<file path="config.mk">
export PLATFORM = sky130hd
export DESIGN_NAME = hamming_ser_rx
export DESIGN_NICKNAME = d
export VERILOG_FILES = /design/src/rtl/hamming_ser_rx.sv
export SDC_FILE = /design/constraint.sdc
export NUM_CORES = 1
export LEC_CHECK = 0
export BUFFER_PORTS_ARGS = -buffer_cell sky130_fd_sc_hd__buf_2
export CAP_MARGIN = 25
export CORE_MARGIN = 8
export CORE_UTILIZATION = 36
export DETAILED_ROUTE_END_ITERATION = 12
export GPL_TIMING_DRIVEN = 0
export PLACE_DENSITY = 0.64
export SLEW_MARGIN = 10
export SYNTH_ARGS = -nofsm -noshare
export SYNTH_HDL_FRONTEND = slang
export SYNTH_SLANG_ARGS = --single-unit
</file>
<file path="constraint.sdc">
create_clock -name clk -period 3.5 [get_ports clk]
set_clock_uncertainty 0.2 [all_clocks]
set_input_delay 0.7 -clock clk [delete_from_list [all_inputs] [get_ports clk]]
set_output_delay 0.7 -clock clk [all_outputs]
set_load 0.05 [all_outputs]
</file>
<file path="src/rtl/hamming_ser_rx.sv">
// Serial SEC-DED (12,7) Hamming receiver: assembles an LSB-first codeword,
// decodes and corrects it, and holds the result in a one-entry output buffer.
module hamming_ser_rx (
    input  logic       clk,
    input  logic       rst_n,
    input  logic       bit_in,
    input  logic       bit_valid,
    input  logic       sof,
    output logic [6:0] q,
    output logic       q_valid,
    input  logic       q_ready,
    output logic       err_detected,
    output logic       err_corrected,
    output logic       err_fatal,
    output logic       frame_err,
    output logic       overflow,
    output logic [7:0] corr_cnt,
    output logic [7:0] fatal_cnt
);

    typedef enum logic [1:0] {IDLE, RECV, DECODE} state_t;

    state_t      state, state_nxt;
    logic [11:0] cw, cw_nxt;
    logic [3:0]  cnt, cnt_nxt;
    logic        abort;

    logic [3:0]  syn;
    logic        op;
    logic [11:0] cw_fix;
    logic [6:0]  dec_data;
    logic        dec_det, dec_corr, dec_fatal;

    logic        pend;
    logic [6:0]  pend_q;
    logic        pend_det, pend_corr, pend_fatal;
    logic        commit;

    always_ff @(posedge clk or negedge rst_n) begin
        if (!rst_n) begin
            state <= IDLE;
            cw    <= '0;
            cnt   <= '0;
        end else begin
            state <= state_nxt;
            cw    <= cw_nxt;
            cnt   <= cnt_nxt;
        end
    end

    always_comb begin
        state_nxt = state;
        cw_nxt    = cw;
        cnt_nxt   = cnt;
        abort     = 1'b0;
        case (state)
            IDLE: begin
                if (bit_valid && sof) begin
                    cw_nxt    = {11'b0, bit_in};
                    cnt_nxt   = 4'd1;
                    state_nxt = RECV;
                end
            end
            RECV: begin
                if (bit_valid && sof) begin
                    abort   = 1'b1;
                    cw_nxt  = {11'b0, bit_in};
                    cnt_nxt = 4'd1;
                end else if (bit_valid) begin
                    cw_nxt[cnt] = bit_in;
                    if (cnt == 4'd11) begin
                        cnt_nxt   = '0;
                        state_nxt = DECODE;
                    end else begin
                        cnt_nxt = cnt + 4'd1;
                    end
                end
            end
            DECODE:  state_nxt = IDLE;
            default: state_nxt = IDLE;
        endcase
    end

    // Syndrome is the XOR of the positions of all set bits; s=0 with op=1 hits cw[0].
    always_comb begin
        syn = '0;
        for (int unsigned i = 1; i < 12; i++) begin
            if (cw[i]) syn = syn ^ i[3:0];
        end
        op        = ^cw;
        cw_fix    = cw;
        dec_det   = 1'b0;
        dec_corr  = 1'b0;
        dec_fatal = 1'b0;
        if (op && syn <= 4'd11) begin
            cw_fix[syn] = ~cw[syn];
            dec_det     = 1'b1;
            dec_corr    = 1'b1;
        end else if (op || syn != 4'd0) begin
            dec_det   = 1'b1;
            dec_fatal = 1'b1;
        end
        dec_data = {cw_fix[11], cw_fix[10], cw_fix[9], cw_fix[7],
                    cw_fix[6], cw_fix[5], cw_fix[3]};
    end

    // Decode result is registered at the end of DECODE, then committed a cycle later.
    always_ff @(posedge clk or negedge rst_n) begin
        if (!rst_n) begin
            pend       <= 1'b0;
            pend_q     <= '0;
            pend_det   <= 1'b0;
            pend_corr  <= 1'b0;
            pend_fatal <= 1'b0;
        end else begin
            pend <= (state == DECODE);
            if (state == DECODE) begin
                pend_q     <= dec_data;
                pend_det   <= dec_det;
                pend_corr  <= dec_corr;
                pend_fatal <= dec_fatal;
            end
        end
    end

    assign commit = pend && (!q_valid || q_ready);

    always_ff @(posedge clk or negedge rst_n) begin
        if (!rst_n) begin
            q             <= '0;
            q_valid       <= 1'b0;
            err_detected  <= 1'b0;
            err_corrected <= 1'b0;
            err_fatal     <= 1'b0;
            frame_err     <= 1'b0;
            overflow      <= 1'b0;
            corr_cnt      <= '0;
            fatal_cnt     <= '0;
        end else begin
            frame_err <= abort;
            overflow  <= pend && q_valid && !q_ready;
            if (commit) begin
                q             <= pend_q;
                q_valid       <= 1'b1;
                err_detected  <= pend_det;
                err_corrected <= pend_corr;
                err_fatal     <= pend_fatal;
                if (pend_corr && corr_cnt != 8'hFF)   corr_cnt  <= corr_cnt + 8'd1;
                if (pend_fatal && fatal_cnt != 8'hFF) fatal_cnt <= fatal_cnt + 8'd1;
            end else if (q_valid && q_ready) begin
                q_valid <= 1'b0;
            end
        end
    end

endmodule
</file>
After elaboration in Yosys (flattened, before gate mapping)
Cells that the tools add are included.
- register bits: 58
- logic and storage cells: 111
- add/sub/neg operators: 3
- $lt $le $gt $ge: 5
- equal/unequal tests: 10
- muxes and demuxes: 42
- bitwise operators: 11
- reductions and logical operators: 23
- operator list (operator ; number):
    two-way mux 12 bit ; 4
    two-way mux 4 bit ; 8
    bitwise mux 12 bit ; 2
    one-hot mux 12 bit (2 select lines) ; 1
    adder 8 x 1 -> 8 bit (second input constant) ; 2
    != test 8 bit (second input constant) ; 2
    two-way mux 1 bit ; 12
    two-way mux 2 bit ; 6
    two-way mux 3 bit ; 4
    XOR reduction 12 bit ; 1
    logical AND 1 bit ; 10
    less-than comparator 4 x 5 -> 1 bit (second input constant) ; 2
    NOT 2 bit ; 5
    demux 1 bit (select 4 bit) ; 2
    greater-or-equal comparator 4 x 1 -> 1 bit (second input constant) ; 2
    != test 2 bit (second input constant) ; 4
    one-hot mux 4 bit (2 select lines) ; 1
    NOT 3 bit ; 2
    adder 4 x 1 -> 4 bit (second input constant) ; 1
    binary-select mux 1 bit (select 4 bit) ; 1
    equality test 4 bit (second input constant) ; 1
    <= comparator 4 bit (second input constant) ; 1
    one-hot mux 2 bit (2 select lines) ; 1
    AND reduction 2 bit ; 2
    other kinds (12) ; 17

Logic depth before layout (Yosys ltp)
Gate-level depths: netlist of run 1.
- word-level depth: 24
- depth in mapped cells: 7

Least setup slack after synthesis of run 1
OpenSTA, ideal clock, no wires.
- path type: reg2reg
- from: reg corr_cnt[0]
- to: reg corr_cnt[1]
- library setup time: 0.125 ns
- data arrival time: 1.911 ns
- slack: 1.264 ns
- stages on the path, launching flop included: 5
- path buffers: 0
- clock period less this slack: 2.236 ns
- cells stage by stage: dfrtp_1 -> ha_1 -> and3_1 -> a31oi_1 -> mux2_2
- longest elaborated chain between the ends: 3
- elaborated cells on any way between the ends: 4
- those cells by class: add/sub (1); eq/ne (1); reduce/logical (2)
- ends and longest elaborated chain (item ; RTL line ; RTL):
    start, declared ; 17 ; output logic [7:0] corr_cnt,
    start signal, assigned ; 148 ; if (pend_corr && corr_cnt != 8'hFF) corr_cnt <= corr_cnt + 8'd1;
    branches (longest 3 deep; another with adder 8 x 1 -> 8 bit) ; n/a ;
Parallel ways; which one is timed is not known.
A chain may end at the register's enable or synchronous reset.

Worst setup path after layout of run 1
- from: reg cw[11]
- to: reg pend_q[2]
- longest elaborated chain between the ends: 7
- elaborated cells on any way between the ends: 14
- those cells by class: order compare (3); mux (7); bitwise (1); reduce/logical (3)
- ends and longest elaborated chain (item ; RTL line ; RTL):
    start, declared ; 24 ; logic [11:0] cw, cw_nxt;
    start signal, assigned ; 46 ; cw <= cw_nxt;
    two-way mux 4 bit ; 88 ; if (cw[i]) syn = syn ^ i[3:0];
    less-than comparator 4 x 5 -> 1 bit (implied by the code) / greater-or-equal comparator 4 x 1 -> 1 bit (equally long branches) ; 96 ; cw_fix[syn] = ~cw[syn];
    logical AND 1 bit (implied by the code) ; 96 ;
    two-way mux 1 bit (implied by the code) ; 96 ;
    demux 1 bit (select 4 bit) ; 96 ;
    bitwise mux 12 bit ; 96 ;
    two-way mux 12 bit * ; 95 ; if (op && syn <= 4'd11) begin
    end signal, assigned ; 118 ; pend_q <= dec_data;
    end, declared ; 35 ; logic [6:0] pend_q;
Every way passes the cells marked *; elsewhere a longest branch is shown, timed or not. The select of a mux whose other input is x is not followed.

==> results of run 1 <==
-- worst max-delay path by stage --
stage	to	slack, ps	startpoint
2_1_floorplan	corr_cnt[1]	1260	corr_cnt[0]
4_1_cts	pend_q[2]	1220	cw[11]
6_report	pend_q[2]	1230	cw[11]
3_5_place_dp	corr_cnt[1]	1150	q_ready
5_1_grt	pend_q[6]	990	cw[7]
3_3_place_gp	corr_cnt[1]	1180	q_ready
-- registers in the layout, indices dropped and copies added, names as in the netlist, 2 cells and up --
signal and count:
cw 12, fatal_cnt 8, state 2, pend_q 7, cnt 4, q 7
corr_cnt 8
-- stage by stage --
step           util (%)  cell area (µm²)
2_1_floorplan         -             2980
3_3_place_gp       40.3             3280
3_5_place_dp       40.4             3280
4_1_cts            43.1             3500
5_1_grt            43.1             3500
6_report           43.1             3500
-- power by group through the flow --
stage          sequential, mW  combinational, mW  clock (mW)
6_report                0.815               1.22       0.692
5_1_grt                 0.827               1.36       0.742
3_3_place_gp            0.825               1.19           0
2_1_floorplan           0.816              0.983           0
4_1_cts                 0.815               1.21       0.715
3_5_place_dp            0.828               1.21           0
-- cells by family (layout without fill, tap and decap cells) --
family                     after synthesis  in the layout  synth area share [%]
and+or+nand+nor                        100            100                  15.4
AOI/OAI and AO/OA                       70             70                  13.5
DFF                                     58             58                  48.7
xor gates and xnor gates                40             40                  13.4
buffers and inverters                   19             68                  2.69
muxes                                   10             10                  3.78
adders and majority gates                6              6                  2.52
-- worst max-delay path, cell delays in order, from the launching register on --
cell	delay [ps]
dfrtp_1	390
buf_4	180
xnor2_1	280
xnor3_1	490
and2_1	240
nand4_1	110
xor2_1	170
o21ai_1	70
-- synthesized netlist by cell type, types with 2 or more instances --
library cell,number
nand4_1,6
nor2b_1,2
xor2_1,8
mux2_2,10
nand2b_1,4
clkbuf_1,6
a31oi_1,4
a22o_1,2
nor3_1,3
inv_1,8
nand2_1,49
o21ai_0,28
xnor2_1,28
nand3_1,13
o21a_1,2
and3_1,5
ha_1,6
o211ai_1,2
xnor3_1,3
buf_2,4
nor4_1,2
o31ai_1,2
nor2_1,11
dfrtp_1,58
a21oi_1,21
o21ai_1,2
-- cell usage in the layout, fill, tap and decap left out, types with 2 or more instances in the layout --
cell type	instances
clkbuf_8	11
xor2_1	8
nor3_1	3
o21a_1	2
a21oi_1	21
nand3_1	13
nor2_1	11
and3_1	5
nand2_1	49
o21ai_1	2
clkbuf_1	8
nand2b_1	4
ha_1	6
a22o_1	2
o211ai_1	2
o31ai_1	2
nor4_1	2
a31oi_1	4
nor2b_1	2
xnor2_1	28
buf_2	37
inv_1	8
buf_4	2
o21ai_0	28
xnor3_1	3
nand4_1	6
bufinv_16	2
mux2_2	10
dfrtp_1	58
-- cell type report --
class,instances,area [µm²],area share [%]
clock inverters,2,60.1,1.71
multi-input cells,226,1450,41.4
clock buffers,13,159,4.54
plain buffers,11,50.0,1.43
repair buffers,34,173,4.93
inverters,8,30.0,0.857
flip-flops and latches,58,1450,41.4
well taps,105,131,3.75
-- layer usage --
metal / global-route usage (%) / share of wire (%)
met1: 13.7 / 44
met2: 19.0 / 47
met3: 4.08 / 7.0
met4: 3.82 / 1.2
met5: 0 / 0
==> flow_summary.ini, run 1 <==
[synth]
synth_area_leaders = dfrtp_1 49%, xnor2_1 8.2%, nand2_1 6.2%, o21ai_0 4.7%, mux2_2 3.8%
yosysUniqueCellTypes = 40
synth_area_um2 = 2980
synthFlopType = dfrtp_1
ys_seq_elements = 58
synth-edff-count = 0
syn_inst = 303
synth_top_area_share_pct = 48.7
yosysWarnings = 0
seq_area_frac_synth_pct = 48.7
async_reset_ff_share_pct = 100
avgSynthCellArea_um2 = 9.84
synth_top_cell_by_area = dfrtp_1
synth_nets = 315

[die]
start_util_pct = 36.6
rows = 33
fp.coreArea_um2 = 8130
die_area_um2 = 11400
fp.dieW_um = 107
die_h_um = 107
pin_count = 35

[timing]
worstMarginPinSlew_ps = 707
finalHoldViolations = 0
post-route-period-util_pct = 64.8
setup_viol = 0
slew_headroom_pct = 52.9
rsz0062_at_grt = false
setup_tns_ps = 0
drv_slew = 0
layout_min_cycle_time_ps = 2270
worst_slack_ps = 1230
holdWs_ps = 214
fmax_mhz = 441

[power_and_ir_drop]
ir_drop_v = 0.000322
p_int_mw = 1.65
p_clk_share_pct = 25.4
leakagePower_nw = 1.72
p_switching_mw = 1.07
p_sw_share_pct = 39.4
seqPwrFrac_pct = 29.9
power.total_mw = 2.73
cellPowerDensity_nw_per_um2 = 778
combinationalPowerShare_pct = 44.7

[clocking]
cts-resized-gates = 0
clock_latency_ps = 340
clockBufferDepth = 2
cts_hold_buf = 0
cts-buffers-inserted = 9
clockRootBuffer = clkbuf_8
cts_setup_buffers = 0
cts.sinks = 58
htreeDepth = 3
cts_tree = yes
clk_pin_slew_worst_paths_ps = 70

[global_route]
grt_pass1_vias = 2313
grt_pass1_wl_um = 10800
grt.total_usage_pct = 11.5
grt_antenna_before_repair = 0
grt_max_degree = 59
overflow = 0

[placement]
dp_cells = 442
dp_hpwl_um = 4440
dp_slack_ps = 1150
numPortBuffers = 34
gp_congestion = 0.813

[setup_path]
worstPathRequired_ps = 3510
r2r-end = pend_q[2]
reg2reg_from = cw[11]
cp.arrival_ps = 2280
cp_max_fo = 10
rrSetupSlack_ps = 1230
reg2reg_depth = 7
endpoint_kind = flop
startpoint_type = flop
crit_type = reg2reg

[final_layout]
antenna_cells = 0
layout.nets = 360
drive_gt1_share_pct = 18.8
area_growth_syn_to_layout_pct = 17.5
nFillCells = 814
final_cells = 457

[outcome]
status = finished, final reports clean

[run]
drv_cap = 0

[route]
wire_per_inst_um = 13.3
dr_total_vias = 2323
wl_um = 6060
ant_nets = 0
drt-pass1-iter-count = 5
drt_iter0_drc = 107
vias_per_cell = 5.08
drc = 0

[min_path]
hp-class = in2async
Note: power is estimated with default switching activity, not from simulation.
==> run 2, diff against run 1 <==
ABC_AREA = 1   (was unset)
clock period = 2.4 ns   (was 3.5 ns; I/O delays follow)
==> run 2 against run 1 <==
  * Hold slack worse by 210 ps
  * Sequential power is 46% higher
  * Core utilization rose by 0.12 points
  * Largest power group unchanged
  * Combinational power increased by 39%
  * Global-route usage is 0.41 points higher
  * The flow now finishes with violations (negative hold slack)
  * Cell count increased by 16%
==> flow_summary.ini, run 2 <==
[outcome]
status = complete, but fails checks
violations = negative hold slack

[synth]
synth_top_cell_by_area = dfrtp_1
synthFlopType = dfrtp_1
yosysUniqueCellTypes = 28
ys_seq_elements = 58
yosysMostFrequentCell = nand2_1
async_reset_ff_share_pct = 100
synth_commonest_cells = 122 x nand2_1, 58 x dfrtp_1, 38 x inv_1
synth_area_um2 = 3030
yosysWarnings = 0
synth_top_area_share_pct = 47.9
synth_nets = 387
synth-edff-count = 0
synth_area_leaders = dfrtp_1 48%, nand2_1 15%, inv_1 4.7%, nand3_1 4.5%, nor2_1 3.6%
syn_inst = 375
seq_area_frac_synth_pct = 47.9
avgSynthCellArea_um2 = 8.08

[clocking]
cts_setup_buffers = 0
clockRootBuffer = clkbuf_8
cts_tree = yes
clk_pin_slew_worst_paths_ps = 70
cts.sinks = 58
clockBufferDepth = 2
htreeDepth = 3
cts-buffers-inserted = 9
cts_hold_buf = 0
clock_latency_ps = 330
cts-resized-gates = 0

[timing]
setup_viol = 0
finalHoldViolations = 1
holdWs_ps = -1.18
fmax_mhz = 457
rsz0062_at_grt = false
drv_slew = 0
post-route-period-util_pct = 91.3
worstMarginPinSlew_ps = 716
layout_min_cycle_time_ps = 2190
slew_headroom_pct = 52.2
setup_tns_ps = 0

[power_and_ir_drop]
p_switching_mw = 1.69
p_int_mw = 2.02
p_clk_share_pct = 21.9
seqPwrFrac_pct = 32.2
power.total_mw = 3.71
leakagePower_nw = 1.84
cellPowerDensity_nw_per_um2 = 1050
ir_drop_v = 0.000564
p_sw_share_pct = 45.6
combinationalPowerShare_pct = 45.9

[die]
start_util_pct = 37.1
die_area_um2 = 11600
fp.coreArea_um2 = 8180
die_h_um = 108
fp.dieW_um = 108
pin_count = 35
rows = 33

[final_layout]
drive_gt1_share_pct = 15.5
antenna_cells = 0
final_cells = 530
largest_reg_flops = 12
area_growth_syn_to_layout_pct = 16.5
final_cell_mix = 116 x nand2_1, 57 x dfrtp_1, 38 x inv_1
layout_commonest_cell = nand2_1
largest-register = cw
top_regs = cw (12), corr_cnt (8), fatal_cnt (8)
layout.nets = 432

[setup_path]
crit_type = reg2reg
startpoint = cw[7]
rrSetupSlack_ps = 210
reg2reg_from = cw[7]
worstPathRequired_ps = 2420
startpoint_type = flop
endpoint_kind = flop
cp_max_fo = 7
reg2reg_depth = 14
cp.arrival_ps = 2210
r2r-end = pend_q[2]

[run]
drv_cap = 0

[route]
vias_per_cell = 4.79
drt-pass1-iter-count = 5
ant_nets = 0
drt_iter0_drc = 144
wl_met2_um = 2870
met3WireLength_um = 411
wl_um = 6310
drt-met1-wl_um = 2940
wire_per_inst_um = 11.9
dr_total_vias = 2540
drc = 0
top_layer_used = met4

[placement]
gp_congestion = 0.902
dp_cells = 514
dp_hpwl_um = 4710
numPortBuffers = 34

[global_route]
grt_max_degree = 59
overflow = 0
grt_antenna_before_repair = 0
grt.total_usage_pct = 11.9
grt_pass1_vias = 2508
grt_pass1_wl_um = 11200

[min_path]
hp-class = in2async
-- run 2: cell types whose count changed after synthesis, sizes merged, moves of 9 or more --
cell   before  now
o21ai      30   12
o22ai       0    9
nor2       12   29
xnor2      29   11
nand3      13   27
nand2      49  122
inv         8   40
-- run 2: power groups by stage --
stage,Combinational [mW],Clock [mW],Sequential [mW]
2_1_floorplan,1.30,0,1.19
3_3_place_gp,1.60,0,1.21
3_5_place_dp,1.62,0,1.21
4_1_cts,1.63,0.849,1.19
5_1_grt,1.94,0.896,1.21
6_report,1.70,0.811,1.19
-- run 2: stage by stage --
step | setup slack [ps] | cell area, µm² | utilization, %
final | 210 | 3530 | 43.2
after global routing | 1.09 | 3530 | 43.2
after CTS | 93.6 | 3510 | 43.0
after detailed placement | 119 | 3340 | 40.8
after global placement | 124 | 3330 | 40.8
after floorplan | 297 | 3030 | -
-- run 2: cell families after synthesis --
| logic type | after synthesis | share of synthesized area, % |
|---|---|---|
| AO/OA/AOI/OAI | 44 | 8.38 |
| flip-flops | 58 | 47.9 |
| multiplexers | 3 | 1.07 |
| buffers and inverters | 47 | 5.82 |
| XOR/XNOR | 23 | 7.76 |
| AND/OR/NAND/NOR | 194 | 26.6 |
| adder cells (fa/ha/maj) | 6 | 2.48 |
-- run 2: worst max-delay path, cell delays in order (launching register included) --
cell     delay, ps
dfrtp_1        450
inv_2          130
nand2_1         90
nand2_2        130
nand2_1         80
nand3_1         80
nand2_1        170
inv_2          150
nand3_1         90
nand3_1         90
nand2_1         70
nand2_2        130
nand4_1         90
nand2_1         70
nand2_1         50
-- run 2: how the worst max path moves through the flow --
stage	end	slack, ps
after global placement	pend_q[0]	120
after global routing	pend_q[2]	1
after floorplan	corr_cnt[1]	300
after detailed placement	pend_q[4]	120
after CTS	pend_q[2]	90
final	pend_q[2]	210
-- run 2: layout make-up --
cell class              instances  area, µm²
clock buffers                  10        138
flip-flops and latches         58       1450
plain buffers                   5       18.8
well taps                     105        131
inverters                      42        158
fillers                       859       4640
repair buffers                 34        173
multi-input cells             270       1420
clock inverters                 6       41.3
-- run 2: per-layer routing --
metal  vias up  GRT usage (%)
li1       1305              -
met1      1174           14.5
met2        51           19.2
met3        10           4.61
met4         0           3.47
met5         -              0
==> run 3, diff against run 2 <==
clock period = 2.15 ns   (was 2.4 ns; I/O delays follow)
==> run 3 against run 2 <==
  * First-iteration DRC count increased by 9.7%
  * Sequential cell count unchanged
  * Non-clock buffer count increased by 5
  * Sequential power increased by 13%
  * Critical endpoint unchanged
  * The flow now finishes without violations
  * Sequential share of layout area decreased by 1.8 points
  * Total power increased by 23%
  * Cell area increased by 5.0%
  * Critical path type unchanged
  * Via count increased by 1.7%
  * Hold slack improved by 140 ps
  * Maximum frequency increased by 5.0%
==> flow_summary.ini, run 3 (synthesis results as in run 2) <==
[outcome]
status = finished, final reports clean

[setup_path]
path_buf_inv = 1
cp.arrival_ps = 2110
slowest_delay_ps = 450
crit_top_cell = nand2_1
cp_max_fo = 7
endpoint_kind = flop
worstPathRequired_ps = 2170
startpoint_type = flop
cpMaxStageDelayCell = dfrtp_2
rrSetupSlack_ps = 60
crit_type = reg2reg
path_delay_family = simple AND/OR/NAND/NOR gates
path_cells = inv_4, nand2_1, nand2_1, nand2_2, nand3_1, nand3_2, nand2_4, nand3_1, nand3_1, nand2_1, nand2_4, nand4_1, nand2_1, nand2_1

[power_and_ir_drop]
cellPowerDensity_nw_per_um2 = 1230
p_switching_mw = 2.11
ir_drop_v = 0.000646
p_int_mw = 2.44
p_sw_share_pct = 46.4
leakagePower_nw = 1.89
p_clk_share_pct = 19.9
seqPwrFrac_pct = 29.5
combinationalPowerShare_pct = 50.6

[final_layout]
antenna_cells = 0
nFillCells = 834
largest-register = cw
multiInputGateArea_um2 = 1530
seq_area_um2 = 1460
largest_reg_flops = 12
layout.nets = 437
layout_commonest_cell = nand2_1
finish.utilization_pct = 45.4
drive_gt1_share_pct = 21.2
final_cells = 535
fin_area_um2 = 3710
top_regs = cw (12), corr_cnt (8), fatal_cnt (8)
area_growth_syn_to_layout_pct = 22.3
final_cell_mix = 110 x nand2_1, 53 x dfrtp_1, 36 x inv_1

[timing]
drv_slew = 0
layout_min_cycle_time_ps = 2090
slew_headroom_pct = 52.3
setup_viol = 0
setup_tns_ps = 0
rsz0062_at_grt = true
post-route-period-util_pct = 97.0
fmax_mhz = 480
finalHoldViolations = 0
worstMarginPinSlew_ps = 715

[placement]
gp_congestion = 0.902
dp_hpwl_um = 4710
dp_cells = 514
numPortBuffers = 34
placed_area_um2 = 3340

[route]
wire_per_inst_um = 12.3
drc = 0
wl_um = 6580
drt-pass1-iter-count = 4
drt_iter0_drc = 158
dr_total_vias = 2583
vias_per_cell = 4.83
ant_nets = 0

[clocking]
clockBufferDepth = 2
cts_tree = yes
clock_latency_ps = 330
htreeDepth = 3
clk_pin_slew_worst_paths_ps = 70
clockRootBuffer = clkbuf_8
cts.sinks = 58
cts-buffers-inserted = 9

[die]
start_util_pct = 37.1
fp.coreArea_um2 = 8180
pin_count = 35
die_h_um = 108
fp.dieW_um = 108
rows = 33
die_area_um2 = 11600

[global_route]
grt_max_degree = 59
grt_pass1_wl_um = 11300
overflow = 0
grt_antenna_before_repair = 0
grt_pass1_vias = 2533
grt.total_usage_pct = 12.0

[run]
drv_cap = 0

[min_path]
hp-class = in2reg
[run 3: cell types whose count changed in the layout (fill, tap and decap cells not counted), sizes merged]
cell,change
buf,+4
dlygate4sd3,+1
[run 3: metrics by stage]
| step | power (mW) | setup WS (ps) | hold WS (ps) |
|---|---|---|---|
| final | 4.56 | 64.7 | 141 |
| after global routing | 4.95 | -92.5 | 143 |
| after detailed placement | 3.16 | -131 | 257 |
| after CTS | 4.15 | 1.50 | 124 |
| after global placement | 3.14 | -126 | 254 |
| after floorplan | 2.78 | 47.0 | -65.6 |
[run 3: area by class of cell]
type	count	area share [%]
Sequential cell	58	39.3
Multi-Input combinational cell	270	41.4
Tap cell	105	3.54
Inverter	42	4.39
Buffer	5	0.506
Clock buffer	10	3.71
Timing Repair Buffer	39	6.07
Clock inverter	6	1.11
[run 3: per-layer routing]
layer | part of all wire, % | GRT usage [%]
met1 | 45 | 14.5
met2 | 47 | 19.3
met3 | 6.5 | 4.61
met4 | 1.2 | 3.47
met5 | 0 | 0
[run 3: worst register-to-register path: stages (launching register included)]
cell and delay (ps):
dfrtp_2 450, inv_4 90, nand2_1 80, nand2_1 70, nand2_2 70, nand3_1 140, nand3_2 160, nand2_4 130
nand3_1 70, nand3_1 90, nand2_1 90, nand2_4 120, nand4_1 90, nand2_1 80, nand2_1 50
[run 3: what timing repair did]
action                                 4_1_cts  5_1_grt
resized for setup                            5       34
endpoints found under the hold margin       58        0
hold buffers                                 1        0
setup buffers                                0        4
setup endpoints to repair                    7        7
pin swaps                                    0        5
[run 3: power by group through the flow]
stage / Combinational, mW / Clock, mW / Sequential [mW]
2_1_floorplan: 1.45 / 0 / 1.33
3_3_place_gp: 1.79 / 0 / 1.35
3_5_place_dp: 1.81 / 0 / 1.35
4_1_cts: 1.87 / 0.948 / 1.33
5_1_grt: 2.59 / 1.00 / 1.36
6_report: 2.31 / 0.906 / 1.35
[run 3: worst paths after layout]
kind | from | endpoint | cells past startpoint
max in group asynchronous | rst_n | cw[5] | 2
min in group asynchronous | rst_n | corr_cnt[6] | 2
min | bit_in | cw[0] | 3
max reg2reg | cw[7] | pend_q[2] | 14
max | cw[7] | pend_q[2] | 14
min reg2reg | pend_q[3] | q[3] | 2
